**config.mk**
```make
export PLATFORM = sky130hd
export DESIGN_NAME = vga_timing_gen
export DESIGN_NICKNAME = d
export VERILOG_FILES = /design/src/rtl/vga_timing_gen.sv
export SDC_FILE = /design/constraint.sdc
export NUM_CORES = 1
export LEC_CHECK = 0
export ABC_AREA = 1
export CORE_UTILIZATION = 55
export DETAILED_ROUTE_END_ITERATION = 7
export MAX_ROUTING_LAYER = met4
export PLACE_DENSITY_LB_ADDON = 0.2
export SLEW_MARGIN = 20
export SYNTH_ARGS = -nofsm -noshare
export SYNTH_HDL_FRONTEND = slang
export SYNTH_SLANG_ARGS = --single-unit
```
**constraint.sdc**
```tcl
create_clock -name clk -period 4.5 [get_ports clk]
set_input_delay 0.675 -clock clk [delete_from_list [all_inputs] [get_ports clk]]
set_output_delay 0.675 -clock clk [all_outputs]
set_load 0.05 [all_outputs]
```
**src/rtl/vga_timing_gen.sv**
```systemverilog
// VGA raster timing: h/v counters with registered syncs, visible-region flag and start pulses.
// Define VGA_TIMING_ALIGN_EN to delay hsync/vsync/video_on/blank_n by one pixel for a registered framebuffer read.
module vga_timing_gen #(
    parameter int H_ACTIVE = 640,
    parameter int H_FP     = 16,
    parameter int H_SYNC   = 96,
    parameter int H_BP     = 48,
    parameter int V_ACTIVE = 480,
    parameter int V_FP     = 10,
    parameter int V_SYNC   = 2,
    parameter int V_BP     = 33
) (
    input  logic       clk,
    input  logic       reset_n,
    input  logic       clk_en,
    output logic       hsync,
    output logic       vsync,
    output logic       video_on,
    output logic       blank_n,
    output logic [9:0] pixel_x,
    output logic [9:0] pixel_y,
    output logic       line_start,
    output logic       frame_start
);

    localparam int H_TOTAL = H_ACTIVE + H_FP + H_SYNC + H_BP;
    localparam int V_TOTAL = V_ACTIVE + V_FP + V_SYNC + V_BP;

    localparam logic [9:0] H_LAST = 10'(H_TOTAL - 1);
    localparam logic [9:0] V_LAST = 10'(V_TOTAL - 1);
    localparam logic [9:0] H_VIS  = 10'(H_ACTIVE);
    localparam logic [9:0] V_VIS  = 10'(V_ACTIVE);
    localparam logic [9:0] HS_BEG = 10'(H_ACTIVE + H_FP);
    localparam logic [9:0] HS_END = 10'(H_ACTIVE + H_FP + H_SYNC - 1);
    localparam logic [9:0] VS_BEG = 10'(V_ACTIVE + V_FP);
    localparam logic [9:0] VS_END = 10'(V_ACTIVE + V_FP + V_SYNC - 1);

    logic [9:0] h_cnt, v_cnt;
    logic [9:0] h_nxt, v_nxt;
    logic       hs_nxt, vs_nxt, vid_nxt;
    logic       hsync_p0, vsync_p0, video_p0;

    // Outputs are decoded from the next count so they line up with the counter after the same edge
    always_comb begin
        h_nxt = h_cnt + 10'd1;
        v_nxt = v_cnt;
        if (h_cnt == H_LAST) begin
            h_nxt = '0;
            v_nxt = (v_cnt == V_LAST) ? '0 : v_cnt + 10'd1;
        end
        hs_nxt  = !((h_nxt >= HS_BEG) && (h_nxt <= HS_END));
        vs_nxt  = !((v_nxt >= VS_BEG) && (v_nxt <= VS_END));
        vid_nxt = (h_nxt < H_VIS) && (v_nxt < V_VIS);
    end

    always_ff @(posedge clk or negedge reset_n) begin
        if (!reset_n) begin
            h_cnt       <= '0;
            v_cnt       <= '0;
            hsync_p0    <= 1'b1;
            vsync_p0    <= 1'b1;
            video_p0    <= 1'b1;
            line_start  <= 1'b0;
            frame_start <= 1'b0;
        end else begin
            // Pulses drop on idle cycles so they never stretch past one clk
            line_start  <= 1'b0;
            frame_start <= 1'b0;
            if (clk_en) begin
                h_cnt       <= h_nxt;
                v_cnt       <= v_nxt;
                hsync_p0    <= hs_nxt;
                vsync_p0    <= vs_nxt;
                video_p0    <= vid_nxt;
                line_start  <= (h_nxt == '0);
                frame_start <= (h_nxt == '0) && (v_nxt == '0);
            end
        end
    end

`ifdef VGA_TIMING_ALIGN_EN
    logic hsync_p1, vsync_p1, video_p1;

    // One extra pixel of delay to match the registered framebuffer read
    always_ff @(posedge clk or negedge reset_n) begin
        if (!reset_n) begin
            hsync_p1 <= 1'b1;
            vsync_p1 <= 1'b1;
            video_p1 <= 1'b1;
        end else if (clk_en) begin
            hsync_p1 <= hsync_p0;
            vsync_p1 <= vsync_p0;
            video_p1 <= video_p0;
        end
    end

    assign hsync    = hsync_p1;
    assign vsync    = vsync_p1;
    assign video_on = video_p1;
`else
    assign hsync    = hsync_p0;
    assign vsync    = vsync_p0;
    assign video_on = video_p0;
`endif

    assign blank_n = video_on;
    assign pixel_x = h_cnt;
    assign pixel_y = v_cnt;

endmodule

```
==> results of run 1 <==
## registers in the layout, indices dropped and copies added, names as in the netlist
signal / cells
pixel_x: 10
pixel_y: 10
blank_n: 1
frame_start: 1
hsync: 1
line_start: 1
vsync: 1
## worst max-delay path: stages
cell             delay [ns]
clkdlybuf4s50_1        1.01
inv_1                  0.52
nor2_1                 0.21
nand3_1                0.09
nor2_1                 0.11
nor2_1                 0.04
## cells by family (layout without fill, tap and decap cells)
logic type | count (synthesis) | after routing
AO/OA/AOI/OAI | 26 | 26
XOR/XNOR | 1 | 1
adder cells (fa/ha/maj) | 5 | 5
buffers and inverters | 46 | 72
flip-flops | 25 | 25
AND/OR/NAND/NOR | 164 | 164
## how the worst max path moves through the flow
stage	startpoint	endpoint	cells past startpoint
after CTS	blank_n	blank_n	1
after detailed placement	clk_en	hsync	6
after floorplan	pixel_x[1]	vsync	10
after global routing	clk_en	hsync	6
final	clk_en	hsync	6
after global placement	clk_en	hsync	6
## final cells by class
class	count	area (µm²)	share of cell area
flip-flops and latches	25	629.4	0.2990
multi-input cells	196	964.7	0.4584
well taps	44	55.05	0.02616
inverters	40	150.1	0.07134
repair buffers	28	275.3	0.1308
clock buffers	3	22.52	0.01070
clock inverters	1	7.507	0.003567
## routing by layer
metal,up-vias,GRT usage,share of wire
met1,772,0.3021,0.46
met2,43,0.4578,0.48
met5,-,-,0
met4,0,0.09864,0.019
li1,893,-,-
met3,9,0.01978,0.038
## cell usage in the layout, fill, tap and decap left out
cell type        synthesis  routed
o21ai_1                  2       2
clkdlybuf4s50_1          0      27
inv_1                   37      37
nand2_1                 78      78
a21oi_2                  1       1
dfstp_2                  3       3
clkinv_1                 2       2
nand3b_2                 1       1
nand2_2                  9       9
nand4_2                  1       1
nand3_1                 26      26
dfrtp_1                 22      22
nor2_1                  31      31
nand4_1                  7       7
a31oi_1                  1       1
nand3_2                  2       2
nand3b_1                 2       2
buf_2                    0       1
nor2_4                   1       1
o21bai_1                 2       2
clkbuf_4                 0       3
or2_2                    1       1
o21a_1                   1       1
inv_2                    1       1
o21ai_2                  1       1
o21ai_0                 17      17
xor2_1                   1       1
a21oi_1                  1       1
nor2_2                   5       5
clkinvlp_4               0       1
ha_1                     5       5
## stage by stage
stage | total power [µW] | hold WS [ns] | cell area [µm²] | utilization | setup WS, ns
6_report | 812.6 | 0.2958 | 2105 | 0.6893 | 2.114
3_5_place_dp | 707.9 | 0.4782 | 2079 | 0.6811 | 1.784
5_1_grt | 865.6 | 0.3460 | 2105 | 0.6893 | 1.955
4_1_cts | 811.5 | 0.4992 | 2110 | 0.6910 | 2.116
3_3_place_gp | 702.3 | 0.4792 | 2079 | 0.6811 | 1.867
2_1_floorplan | 588.4 | 0.3794 | 1778 | - | 2.510
## power groups by stage
stage	logic [µW]	registers (µW)	clock network, µW
after detailed placement	382	326	0
after floorplan	143	445	0
final	383	322	108
after CTS	383	321	107
after global routing	419	332	114
after global placement	378	325	0
==> impl_results.md, run 1 <==
* Routability cong. at 0.9331
* Maximum number of pins on one net before global-route repair at 26
* Worst setup path class: in -> reg
* Hold Vio Cnt, Final at 0
* Post-synth EDFFs at 0
* Max Slew Vio Count at 0
* R2r setup slk at 2.48 ns
* Crit end category: flip-flop
* Worst slew pin tran at 0.8312 ns
* Worst Setup Start Kind: input port
* Synth Area in Adders at 0.03519
* Ports at 29
* Die W at 58.86 µm
* CTS max path bufs at 2
* Drt total wl at 3836 µm
* Cells on worst reg2reg path at 10
* Ys async rst share at 1.000
* Mux cell area share after synthesis at 0
* Nets at 302
* Pre-antenna DRT Iters at 4
* WP data arrival at 2.68 ns
* Layout fillers at 277
* Mapped Area at 0.001778 mm²
* Hpwl dp at 2922 µm
* Final Critical Period at 2.386 ns
* Hold Path Class: in -> async
* CTS root buf: clkbuf_4
* Worst flop-to-flop path startpoint: pixel_x[0]
* H-Tree Depth at 1
* Drt via density at 5.095
* Peak supply drop at 242.5 µV
* Ranking of synthesized cells by area: dfrtp_1 (31%), nand2_1 (16%), inv_1 (7.8%), nand3_1 (7.3%), nor2_1 (6.5%)
* Required time of the worst setup path at 4.79 ns
* Status: finished, final reports clean
* Area grow syn2layout at 18.37%
* Total negative slack at 0 ns
* XOR/XNOR share of the synthesized area at 0.004926
* Max cap viols at 0
* Sw Share at 0.4887
* Cts hold-fix bufs at 0
* Vias in the first global route at 1559
* Clock Skews at 0.01175 ns
* Num rows at 20
* Dominant cell type by area after synthesis: dfrtp_1
* Placed cell count at 333
* Gr ovfl total at 0
* Main flop type after synthesis: dfrtp_1
* DIE AREA at 0.003464 mm²
* Clock transition at path regs at 0.15 ns
* Power Internal at 415.5 µW
* Main combinational cell family by area after synthesis: simple AND/OR/NAND/NOR gates
* First-pass GRT wire length at 6686 µm
* Initial DRC Count at 74
* Total GRT Usage at 0.2577
* CTS tree: done
* Layout cell share with drive strength beyond 1 at 0.1058
* Fraction of the mapped netlist area in simple logic gates at 0.4201
* Sw power at 397.2 µW
* Post-synth cell types at 30
* P per Cell Area at 386.1 mW/mm²
* Seq/Total Area, Yosys at 0.3540
* Compound-gate portion of the synthesized area at 0.08234
* Core box area at 0.003053 mm²
* Clock Power Share at 0.132
* Post_cts resized at 0
* Flop pwr share at 0.397
* TritonCTS Buffers at 3
* Remaining antenna violation count at 0
* Top cells by count, synth: nand2_1 (78), inv_1 (37), nor2_1 (31)
* CTS sink cnt at 25
* Seq cells post-synth at 25
* Worst skew pair latency at 0.34 ns
* Post-Layout Cell Count at 337
* Initial Util at 0.5824
* Fin crit share at 0.5303
* Post-CTS Setup Bufs at 0
* Count leader, synth: nand2_1
* Unrepaired setup endpoints after global routing: no
* DR vias at 1717
* Worst reg2reg path endpoint: vsync
* Avg Inst Size Synth at 6.659 µm²
* Slew HR at 0.4441
* DRC violations left at 0
* CP Max Fanout at 25
* Mapped Cells at 267
* Initial antenna violation count at 0
* IO Port Bufs at 28
* Yosys Warn Count at 0
* Diodes inserted at 0
* Fmax at 419.0 MHz
* Comb pwr share at 0.471
* Top cell type's share of synthesized area at 0.3096
* P_leak at 0.001013 µW
* Post-synthesis net count at 275
* Setup violators final at 0
* Die Y at 58.86 µm
* Drt wl/cell at 11.38 µm
Power figures use the tool's default switching activity.
==> run 2: changes to the inputs <==
--- a/config.mk
+++ b/config.mk
@@ -6,7 +6,7 @@
 export NUM_CORES = 1
 export LEC_CHECK = 0
 export ABC_AREA = 1
-export CORE_UTILIZATION = 55
+export CORE_UTILIZATION = 53
 export DETAILED_ROUTE_END_ITERATION = 7
 export MAX_ROUTING_LAYER = met4
 export PLACE_DENSITY_LB_ADDON = 0.2
==> constraint.sdc (replaced) <==
create_clock -name clk -period 2.3 [get_ports clk]
set_input_delay 0.345 -clock clk [delete_from_list [all_inputs] [get_ports clk]]
set_output_delay 0.345 -clock clk [all_outputs]
set_load 0.05 [all_outputs]
==> run 2 against run 1 <==
Effect of this change:
- final cell count up 1.2%
- highest routed layer unchanged
- worst setup slack worse by 1.9 ns
- via count up 1.0%
- largest power group unchanged
- clock power up 78%
- sequential cell count unchanged
- utilization down 0.65 points
- sequential power up 96%
- register-to-register slack worse by 2.2 ns
==> impl_results.md, run 2 (synthesis results as in run 1) <==
* Hpwl dp at 3061 µm (+4.8%)
* IO Port Bufs at 28 (unchanged)
* Hold Path Class: in -> async
* CP Max Fanout at 11 (-56%)
* Setup violators final at 0 (unchanged)
* Core box area at 0.003128 mm² (+2.5%)
* Clock transition at path regs at 0.13 ns (-0.02 ns)
* Hold Vio Cnt, Final at 0 (unchanged)
* Area grow syn2layout at 20.13%
* Total negative slack at 0 ns (unchanged)
* Post-CTS Setup Bufs at 0 (unchanged)
* Area of the multi-input gates at 964.7 µm² (unchanged)
* Layout cell share with drive strength beyond 1 at 0.1111 (+0.005309)
* Die W at 59.92 µm (+1.8%)
* DIE AREA at 0.003590 mm² (+3.7%)
* Cell mode on critical path: nand3_1
* Worst setup path class: reg -> reg
* First-pass GRT wire length at 6734 µm (+0.72%)
* Routability cong. at 0.9436 (+1.1%)
* DRC violations left at 0 (unchanged)
* Vias in the first global route at 1503 (-3.6%)
* Nets at 306 (+1.3%)
* Layout fillers at 280 (+1.1%)
* Max Slew Vio Count at 0 (unchanged)
* Maximum number of pins on one net before global-route repair at 26 (unchanged)
* Ports at 29 (unchanged)
* Crit-path slowest cell: dfrtp_1
* FF+latch area at 629.4 µm² (unchanged)
* Initial Util at 0.5684 (-0.01398)
* P per Cell Area at 741.2 mW/mm² (+92%)
* WP data arrival at 2.31 ns (-0.37 ns)
* Status: finished, final reports clean
* CTS sink cnt at 25 (unchanged)
* P_leak at 0.001034 µW (+2.0%)
* Peak supply drop at 596.1 µV (+150%)
* Max cap viols at 0 (unchanged)
* Drt wl/cell at 11.79 µm (+3.6%)
* Drt total wl at 4022 µm (+4.8%)
* WHS at 0.3746 ns (+0.07876 ns)
* Pre-antenna DRT Iters at 4 (unchanged)
* Num rows at 20 (unchanged)
* H-Tree Depth at 1 (unchanged)
* Cts hold-fix bufs at 0 (unchanged)
* CTS tree: done
* DR vias at 1735 (+1.0%)
* Fmax at 490.6 MHz
* CP peak stage delay at 0.46 ns (-0.55 ns)
* Crit end category: flip-flop
* Drt via density at 5.088 (-0.14%)
* Worst skew pair latency at 0.32 ns (-0.02 ns)
* CTS root buf: clkbuf_4
* Clock Skews at 0.006656 ns (-0.005094 ns)
* Most frequent cells in the layout: nand2_1 (78), inv_1 (37), nor2_1 (31), clkdlybuf4s50_1 (28), nand3_1 (26)
* Total GRT Usage at 0.2598 (+0.002072)
* Post_cts resized at 0 (unchanged)
* Final Critical Period at 2.038 ns
* Fin crit share at 0.8862
* Remaining antenna violation count at 0 (unchanged)
* Initial DRC Count at 81 (+9.5%)
* Leading cell type in the layout, fill and taps excluded: nand2_1
* TritonCTS Buffers at 3 (unchanged)
* Initial antenna violation count at 0 (unchanged)
* Crit-path cells: ha_1, nand4_1, nor2_2, nand3_1, nand2_2, nand3_1, nor2_1, nand3_1, nand2_1, inv_1
* Slew HR at 0.6623 (+0.2181)
* Required time of the worst setup path at 2.57 ns (-2.22 ns)
* CTS max path bufs at 2 (unchanged)
* Diodes inserted at 0 (unchanged)
* Worst slew pin tran at 0.5061 ns (-0.3252 ns)
* Unrepaired setup endpoints after global routing: no
* Gr ovfl total at 0 (unchanged)
* Worst Setup Start Kind: flip-flop
* Die Y at 59.92 µm (+1.8%)
run 2: path summary, 6_finish.rpt:
path                            start    endpoint  slack [ns]  cells after the start
max reg2reg                pixel_x[1]       vsync        0.26                     10
max in group asynchronous     reset_n     blank_n        1.63                      2
min reg2reg                   blank_n     blank_n        0.49                      2
max                        pixel_x[1]       vsync        0.26                     10
min                           reset_n  pixel_x[5]        0.37                      2
min in group clk              blank_n     blank_n        0.49                      2
run 2: layout make-up:
| cell class | count | share of cell area |
|---|---|---|
| sequential | 25 | 0.2947 |
| clock buffer | 4 | 0.01230 |
| inverter | 40 | 0.07030 |
| tap | 44 | 0.02578 |
| multi-input combinational | 196 | 0.4517 |
| timing repair buffer | 32 | 0.1453 |
run 2: report_power, final:
part	internal, µW	switching, µW
Clock	67.9	124
Combinational	241	521
Sequential	511	119
run 2: worst max-delay path: cells and delay by family (launching register included):
| family | cells | cell delay (ns) |
|---|---|---|
| DFF | 1 | 0.46 |
| and+or+nand+nor | 8 | 1.27 |
| adders and majority gates | 1 | 0.24 |
| buffers and inverters | 1 | 0.03 |
run 2: per-layer routing:
layer  global-route usage  part of all wire
met1               0.3566              0.48
met2               0.4000              0.46
met3              0.04545             0.052
met4              0.05980             0.012
met5                    -                 0
run 2: metrics by stage:
step / total power [µW] / util / instance area, µm² / worst slack (ns) / std cells
6_report: 1583 / 0.6828 / 2136 / 0.2616 / 341
5_1_grt: 1698 / 0.6828 / 2136 / 0.05794 / 341
4_1_cts: 1593 / 0.6828 / 2136 / 0.2539 / 341
3_5_place_dp: 1393 / 0.6744 / 2110 / 0.3513 / 337
3_3_place_gp: 1386 / 0.6744 / 2110 / 0.4029 / 337
2_1_floorplan: 1151 / - / 1778 / 0.3105 / 267
